<file path="config.mk">
export PLATFORM = sky130hd
export DESIGN_NAME = writeback_unit
export DESIGN_NICKNAME = d
export VERILOG_FILES = /design/src/rtl/writeback_unit.sv
export SDC_FILE = /design/constraint.sdc
export NUM_CORES = 1
export LEC_CHECK = 0
export ABC_AREA = 1
export CAP_MARGIN = 20
export CORE_MARGIN = 3
export CORE_UTILIZATION = 40
export CTS_BUF_LIST = sky130_fd_sc_hd__clkbuf_8
export DETAILED_ROUTE_END_ITERATION = 10
export PLACE_DENSITY_LB_ADDON = 0.25
export SLEW_MARGIN = 5
export SYNTH_ARGS = -nofsm -noshare
export SYNTH_HDL_FRONTEND = slang
export SYNTH_SLANG_ARGS = --single-unit
</file>
<file path="constraint.sdc">
create_clock -name clk -period 2.5 [get_ports clk]
set_input_delay 0.25 -clock clk [delete_from_list [all_inputs] [get_ports clk]]
set_output_delay 0.25 -clock clk [all_outputs]
set_load 0.01 [all_outputs]
</file>
<file path="src/rtl/writeback_unit.sv">
// -----------------------------------------------------------------------------
// writeback_unit
//
// Final pipeline stage. Takes one retiring instruction from execute, performs
// the data-memory read for loads, and drives the register-file write port in
// decode. Only one instruction is in flight at a time; execute is held off
// through ex_ready_o while the unit is busy.
//
// States:
//   state    | meaning
//   ---------+---------------------------------------------------------------
//   ST_IDLE  | ready for a new instruction; non-writing classes consumed here
//   ST_MEM   | load request outstanding, waiting for mem_ack_i or timeout
//   ST_WRITE | register write presented for one cycle, then back to ST_IDLE
//
// Ports:
//   clk          in   1   clock
//   reset        in   1   synchronous, active-high reset
//   ex_valid_i   in   1   execute presents an instruction this cycle
//   ex_ready_o   out  1   unit can accept (transfer on ex_valid_i && ex_ready_o)
//   itype_i      in   5   instruction class (RTYPE/ITYPE/STYPE/BTYPE/LTYPE/UTYPE)
//   rd_i         in   5   destination register index
//   funct3_i     in   3   load width/sign select (LTYPE only)
//   result_i     in   32  ALU/U-type result, or byte address for LTYPE
//   mem_req_o    out  1   data-memory read request, held until ack/timeout
//   mem_addr_o   out  32  word-aligned read address
//   mem_ack_i    in   1   read data valid on mem_rdata_i this cycle
//   mem_rdata_i  in   32  read word, little-endian
//   wd_o         out  32  register write data
//   wd_rd_o      out  5   register write index
//   wd_q_o       out  1   one-cycle write strobe
//   err_o        out  1   sticky: misaligned/illegal load or memory timeout
//
// All outputs are registered.
// -----------------------------------------------------------------------------
module writeback_unit #(
  parameter int MEM_TIMEOUT = 16,
  parameter int TIMEOUT_W   = 5
) (
  input  logic        clk,
  input  logic        reset,
  input  logic        ex_valid_i,
  output logic        ex_ready_o,
  input  logic [4:0]  itype_i,
  input  logic [4:0]  rd_i,
  input  logic [2:0]  funct3_i,
  input  logic [31:0] result_i,
  output logic        mem_req_o,
  output logic [31:0] mem_addr_o,
  input  logic        mem_ack_i,
  input  logic [31:0] mem_rdata_i,
  output logic [31:0] wd_o,
  output logic [4:0]  wd_rd_o,
  output logic        wd_q_o,
  output logic        err_o
);

  // Instruction class codes shared with execute.
  localparam logic [4:0] ITYPE_R = 5'd0;
  localparam logic [4:0] ITYPE_I = 5'd1;
  localparam logic [4:0] ITYPE_S = 5'd2;
  localparam logic [4:0] ITYPE_B = 5'd3;
  localparam logic [4:0] ITYPE_L = 5'd4;
  localparam logic [4:0] ITYPE_U = 5'd5;

  // Load funct3 encodings.
  localparam logic [2:0] F3_LB  = 3'b000;
  localparam logic [2:0] F3_LH  = 3'b001;
  localparam logic [2:0] F3_LW  = 3'b010;
  localparam logic [2:0] F3_LBU = 3'b100;
  localparam logic [2:0] F3_LHU = 3'b101;

  localparam logic [TIMEOUT_W-1:0] CNT_LAST = TIMEOUT_W'(MEM_TIMEOUT - 1);
  localparam logic [TIMEOUT_W-1:0] CNT_ONE  = TIMEOUT_W'(1);

  typedef enum logic [1:0] {
    ST_IDLE  = 2'd0,
    ST_MEM   = 2'd1,
    ST_WRITE = 2'd2
  } state_t;

  state_t               state_q, state_n;
  logic [TIMEOUT_W-1:0] cnt_q, cnt_n;
  logic [4:0]           rd_q, rd_n;
  logic [2:0]           f3_q, f3_n;
  logic [1:0]           off_q, off_n;

  logic                 ready_n;
  logic                 req_n;
  logic [31:0]          addr_n;
  logic [31:0]          wd_n;
  logic [4:0]           wd_rd_n;
  logic                 wd_q_n;
  logic                 err_n;

  logic                 transfer;
  logic                 load_ok;
  logic [31:0]          load_data;
  logic [31:0]          byte_word;
  logic [7:0]           load_byte;
  logic [15:0]          load_half;

  assign transfer = ex_valid_i && ex_ready_o;

  // A load is accepted only for a known width at a naturally aligned address.
  always_comb begin
    load_ok = 1'b0;
    case (funct3_i)
      F3_LB, F3_LBU: load_ok = 1'b1;
      F3_LH, F3_LHU: load_ok = (result_i[0] == 1'b0);
      F3_LW:         load_ok = (result_i[1:0] == 2'b00);
      default:       load_ok = 1'b0;
    endcase
  end

  // Lane extraction from the returned word using the byte offset captured
  // at accept time (mem_addr_o itself is word aligned).
  assign byte_word = mem_rdata_i >> {off_q, 3'b000};
  assign load_byte = byte_word[7:0];
  assign load_half = off_q[1] ? mem_rdata_i[31:16] : mem_rdata_i[15:0];

  always_comb begin
    load_data = mem_rdata_i;
    case (f3_q)
      F3_LB:   load_data = {{24{load_byte[7]}}, load_byte};
      F3_LH:   load_data = {{16{load_half[15]}}, load_half};
      F3_LW:   load_data = mem_rdata_i;
      F3_LBU:  load_data = {24'd0, load_byte};
      F3_LHU:  load_data = {16'd0, load_half};
      default: load_data = mem_rdata_i;
    endcase
  end

  // Next-state and next-output logic. Outputs are computed one cycle ahead
  // so that every port comes straight from a flop.
  always_comb begin
    state_n = state_q;
    cnt_n   = cnt_q;
    rd_n    = rd_q;
    f3_n    = f3_q;
    off_n   = off_q;
    ready_n = ex_ready_o;
    req_n   = mem_req_o;
    addr_n  = mem_addr_o;
    wd_n    = wd_o;
    wd_rd_n = wd_rd_o;
    wd_q_n  = 1'b0;
    err_n   = err_o;

    case (state_q)
      ST_IDLE: begin
        ready_n = 1'b1;
        if (transfer) begin
          rd_n  = rd_i;
          f3_n  = funct3_i;
          off_n = result_i[1:0];
          case (itype_i)
            ITYPE_R, ITYPE_I, ITYPE_U: begin
              state_n = ST_WRITE;
              ready_n = 1'b0;
              wd_n    = result_i;
              wd_rd_n = rd_i;
              wd_q_n  = (rd_i != 5'd0);
            end
            ITYPE_L: begin
              if (load_ok) begin
                state_n = ST_MEM;
                ready_n = 1'b0;
                req_n   = 1'b1;
                addr_n  = {result_i[31:2], 2'b00};
                cnt_n   = '0;
              end else begin
                err_n = 1'b1;
              end
            end
            // Stores, branches and unknown classes retire with no write.
            ITYPE_S, ITYPE_B: ;
            default: ;
          endcase
        end
      end

      ST_MEM: begin
        ready_n = 1'b0;
        // Ack on the last counted cycle still completes the load.
        if (mem_ack_i) begin
          state_n = ST_WRITE;
          req_n   = 1'b0;
          wd_n    = load_data;
          wd_rd_n = rd_q;
          wd_q_n  = (rd_q != 5'd0);
        end else if (cnt_q == CNT_LAST) begin
          state_n = ST_IDLE;
          ready_n = 1'b1;
          req_n   = 1'b0;
          err_n   = 1'b1;
        end else begin
          cnt_n = cnt_q + CNT_ONE;
        end
      end

      ST_WRITE: begin
        // Always return through IDLE so consecutive strobes have a low gap.
        state_n = ST_IDLE;
        ready_n = 1'b1;
      end

      default: begin
        state_n = ST_IDLE;
        ready_n = 1'b1;
        req_n   = 1'b0;
      end
    endcase
  end

  always_ff @(posedge clk) begin
    if (reset) begin
      state_q    <= ST_IDLE;
      cnt_q      <= '0;
      rd_q       <= 5'd0;
      f3_q       <= 3'd0;
      off_q      <= 2'd0;
      ex_ready_o <= 1'b1;
      mem_req_o  <= 1'b0;
      mem_addr_o <= 32'd0;
      wd_o       <= 32'd0;
      wd_rd_o    <= 5'd0;
      wd_q_o     <= 1'b0;
      err_o      <= 1'b0;
    end else begin
      state_q    <= state_n;
      cnt_q      <= cnt_n;
      rd_q       <= rd_n;
      f3_q       <= f3_n;
      off_q      <= off_n;
      ex_ready_o <= ready_n;
      mem_req_o  <= req_n;
      mem_addr_o <= addr_n;
      wd_o       <= wd_n;
      wd_rd_o    <= wd_rd_n;
      wd_q_o     <= wd_q_n;
      err_o      <= err_n;
    end
  end

endmodule

</file>
### After elaboration in Yosys (flattened, before gate mapping)

Cells that the tools add are included.

* bits in registers: 88
* word-level logic and storage cells: 105

* $add $sub $neg: 1
* equality and inequality tests: 25
* shift-type cells: 1
* multiplexer cells: 45
* bitwise gates (word level): 2
* reduce and logical (&&, ||, !) cells: 19

Operators by type and width (number)
* $pmux W32 S4: 1
* $mux W32: 3
* $pmux W32 S2: 1
* $mux W5: 8
* $shr A32 B5 Y8: 1
* $pmux W5 S2: 2
* $mux W1: 17
* $mux W16: 1
* $ne A2 B2 Y1 const B: 7
* $eq A3 B3 Y1 const B: 4
* $reduce_and A4 Y1: 3
* $reduce_and A6 Y1: 2
* $eq A5 B3 Y1 const B: 2
* $reduce_bool A5 Y1: 2
* $mux W2: 4
* $pmux W1 S2: 4
* $pmux W2 S2: 2
* $eq A3 B1 Y1 const B: 2
* $logic_not A3 Y1: 2
* $ne A3 B3 Y1 const B: 2
* $pmux W1 S3: 2
* $add A5 B1 Y5 const B: 1
* $eq A5 B1 Y1 const B: 1
* $eq A5 B4 Y1 const B: 1
* 14 further kinds: 18

### Longest topological paths before layout

* depth in word-level cells: 7
* gate-level depth with buffers: 12
* gate-level depth less buffers: 12

### Worst setup path before layout

Ideal clock, no wire load.

* path kind: register to register
* from: register cnt_q[0]
* to: register cnt_q[4]
* library setup time: 0.128 ns
* data arrival time: 1.483 ns
* slack: 0.889 ns
* stages on the path, launching flop included: 13
* buffers on the path: 0
* clock period less this slack: 1.611 ns
* path through: dfxtp_1 > ha_1 > nand2_1 > nor2_1 > ha_1 > nand3_1 > nand2_1 > inv_1 > nand2_1 > nor2_1 > nand2_1 > o21ai_0 > nor2_1

* word-level cells in the longest chain between the ends: 4

RTL lines
* start: declaration: RTL line 83 `logic [TIMEOUT_W-1:0] cnt_q, cnt_n;`
* start signal: assignment: RTL line 232 `cnt_q <= cnt_n;`
* $add A5 B1 Y5: RTL line 198 `cnt_n = cnt_q + CNT_ONE;`
* $mux W5: RTL line 192 `end else if (cnt_q == CNT_LAST) begin`
* $mux W5: RTL line 186 `if (mem_ack_i) begin`
* $pmux W5 S2: RTL line 150 `case (state_q)`

Several ways; a longest one is shown, not always the timed one. The select of a mux whose other input is x is not followed.
A chain may end at the register's enable or synchronous reset.

### Worst setup path in the final report

* from: register off_q[1]
* to: register wd_o[16]

* word-level cells in the longest chain between the ends: 4

RTL lines
* start: declaration: RTL line 86 `logic [1:0] off_q, off_n;`
* start signal: assignment: RTL line 235 `off_q <= off_n;`
* $shr A32 B5 Y8 or $mux W16 (tied branches): RTL line 118, 120
* $pmux W32 S4 (*): RTL line 124 `case (f3_q)`
* $mux W32 (*): RTL line 186
* $pmux W32 S2 (*): RTL line 150
* end signal: assignment: RTL line 239 `wd_o <= wd_n;`
* end: declaration: RTL line 52 `output logic [31:0] wd_o,`

Every way passes the cells marked *; elsewhere a longest branch is shown, timed or not. The select of a mux whose other input is x is not followed.

==> impl_metrics.toml <==
[power]
ir_drop_mv = 0.246
p_per_area_mw_per_mm2 = 470
p_int_uw = 2240
p_sw_uw = 836
p_leak_uw = 0.00280
combinationalPowerShare_pct = 19.4
p_seq_share_pct = 47.9
switching_share_pct = 27.2
p_clk_share_pct = 32.7

[routing]
wl_per_cell_um = 13.3
drt_iter0_markers = 299
drt_wl_total_um = 13500
vias = 4826
drc_errors = 0
vias_per_cell = 4.74
dr.pass1.iters = 4
detail-route-antenna-nets = 0

[die]
std_cell_rows = 39
die_w_um = 115
dieArea_mm2 = 0.0133
coreArea_mm2 = 0.0116
fp.dieH_um = 115
io_pins = 154
start_util_pct = 41.4

[cells_and_area]
layout_commonest_cell = "nand2_1"
layout_common_cells = "nand2_1, clkdlybuf4s50_1, inv_1, dfxtp_1, a21oi_1"
syn2layout_area_growth_pct = 36.9
layout.nets = 954
num_antenna_cells = 0
drive_gt1_share_pct = 9.82

[place]
finalWeightedCongestion = 0.861
place_hpwl_um = 9860
io_buffers = 151
dp_slack_ns = 0.629

[cts]
cts.sinks = 88
htreeDepth = 3
cts.clk_slew.worst_paths_ns = 0.08
cts_tree = "built"
ctsResizeCount = 0
cts_hold_buf = 0
clockBufferDepth = 2
cts_setup_buffers = 0
root_buffer = "clkbuf_8"
clk_latency_ns = 0.38
numCtsBuffers = 9

[timing]
worstMarginPinSlew_ns = 0.558
post-route-period-util_pct = 73.3
fmax_mhz = 546
holdWs_ns = 0.444
maxSlewHeadroom_pct = 62.8
hold_viol = 0
fin_skew_ns = 0.00744
setup_tns_ns = 0
drv_slew = 0
rsz0062_at_grt = "false"
timing.final.ws_setup_ns = 0.668
min_period_ns = 1.83
finalSetupViolCount = 0

[worst_setup_path]
crit_path_frequent_cell = "nand2_1"
crit_required_ns = 2.77
cp.arrival_ns = 2.10
r2r_cells = 7
r2r_start = "off_q[1]"
worstSetupEndpointType = "flop"
critical_path.cell_chain = "inv_2, nand2_1, and2_1, nand2_1, nand3_1, nand2_1, a21oi_2"
critPathMaxStageDelay_ns = 0.42
crit_fanout = 25
path_class = "reg2reg"
worst_r2r_endpoint = "wd_o[16]"
cp-start-kind = "flop"
r2r_slack_ns = 0.67
cp_slowest_cell = "nand2_1"

[synth]
synth_seq_cells = 88
synth.distinct_cells = 29
yosys.area.top_type = "dfxtp_1"
synthCells = 741
syn_area_mm2 = 0.00478
synth_top_cell_area_share_pct = 36.8
synth_warnings = 0
synthTopCellsByArea = "dfxtp_1, nand2_1, a21oi_1"
ys_seq_area_share_pct = 36.8
syn_avg_cell_area_um2 = 6.46

[hold_path]
hold_start = "mem_addr_o[16]"
holdPathStages = 2
worstHoldEndpoint = "mem_addr_o[16]"
min_path_type = "reg2reg"

[global_routing]
antenna_found_initial = 0
grt_overflow = 0
grt_max_degree = 79
first_global_vias = 4347
grt_usage_pct = 20.4
grt_pass1_wl_um = 21500

[job]
drv_cap = 0

[outcome]
status = "finished clean"
[Yosys cell counts (all sizes together)]
master,number
nand2,200
nand3,37
dfxtp,88
o21bai,1
ha,2
inv,106
clkbuf,18
o21ai,66
nor3,2
nand4,4
and2,1
nor2,58
or2,25
nor3b,1
a21oi,106
buf,25
conb,1
[cell families (layout without fill, tap and decap cells)]
group	Yosys count	count (layout)	share of synthesized area [%]
adder cells (fa/ha/maj)	2	2	0.523
flip-flops	88	88	36.8
other	1	2	0.0784
AND/OR/NAND/NOR	328	328	29.2
buffers and inverters	149	283	13.4
AO/OA/AOI/OAI	173	173	19.9
[power by group through the flow]
stage / combinational (uW) / sequential (uW) / clock [uW]
floorplan: 309 / 1520 / 0
global placement: 595 / 1510 / 0
detailed placement: 595 / 1510 / 0
CTS: 598 / 1480 / 1040
global route: 666 / 1480 / 1090
finish: 597 / 1470 / 1000
[final cells by class]
| class | instances | area (um2) |
|---|---|---|
| fill | 1136 | 5020 |
| multi-input combinational | 505 | 2380 |
| sequential | 88 | 1760 |
| timing repair buffer | 161 | 1620 |
| inverter | 106 | 398 |
| tap | 143 | 179 |
| clock buffer | 11 | 151 |
| clock inverter | 5 | 47.5 |
[metrics by stage]
step	std cells	area, um2	power, uW	util, %
after floorplan	742	4790	1830	-
after global placement	1003	6350	2100	54.9
after detailed placement	1003	6350	2100	54.9
after CTS	1019	6550	3110	56.6
after global routing	1019	6550	3240	56.6
final	1019	6550	3080	56.6
[critical path, delay by kind of cell (launching register included)]
| family | cells | cell delay [ns] |
|---|---|---|
| and+or+nand+nor | 5 | 1.03 |
| DFF | 1 | 0.34 |
| buffers and inverters | 1 | 0.30 |
| AOI/OAI and AO/OA | 1 | 0.05 |
[worst max-delay path by stage]
stage | from | end | slack, ns | depth (start not counted)
2_1_floorplan | cnt_q[0] | cnt_q[4] | 0.89 | 12
3_3_place_gp | mem_rdata_i[15] | wd_o[21] | 0.68 | 8
3_5_place_dp | ex_valid_i | mem_addr_o[8] | 0.63 | 7
4_1_cts | cnt_q[0] | cnt_q[1] | 0.69 | 12
5_1_grt | cnt_q[0] | cnt_q[1] | 0.46 | 12
6_report | off_q[1] | wd_o[16] | 0.67 | 7
[state kept, by name (all words and copies together), names as in the netlist, 2 cells and up]
register / flops
cnt_q: 5
f3_q: 3
mem_addr_o: 30
off_q: 2
rd_q: 5
state_q: 2
wd_o: 32
wd_rd_o: 5
[routing by layer]
metal	up-vias	part of all wire (%)	track usage [%]
met2	139	46	32.8
li1	2581	-	-
met5	-	0	0
met1	2087	46	26.9
met3	19	5.8	4.74
met4	0	2.0	7.28
Power figures use the tool's default switching activity.
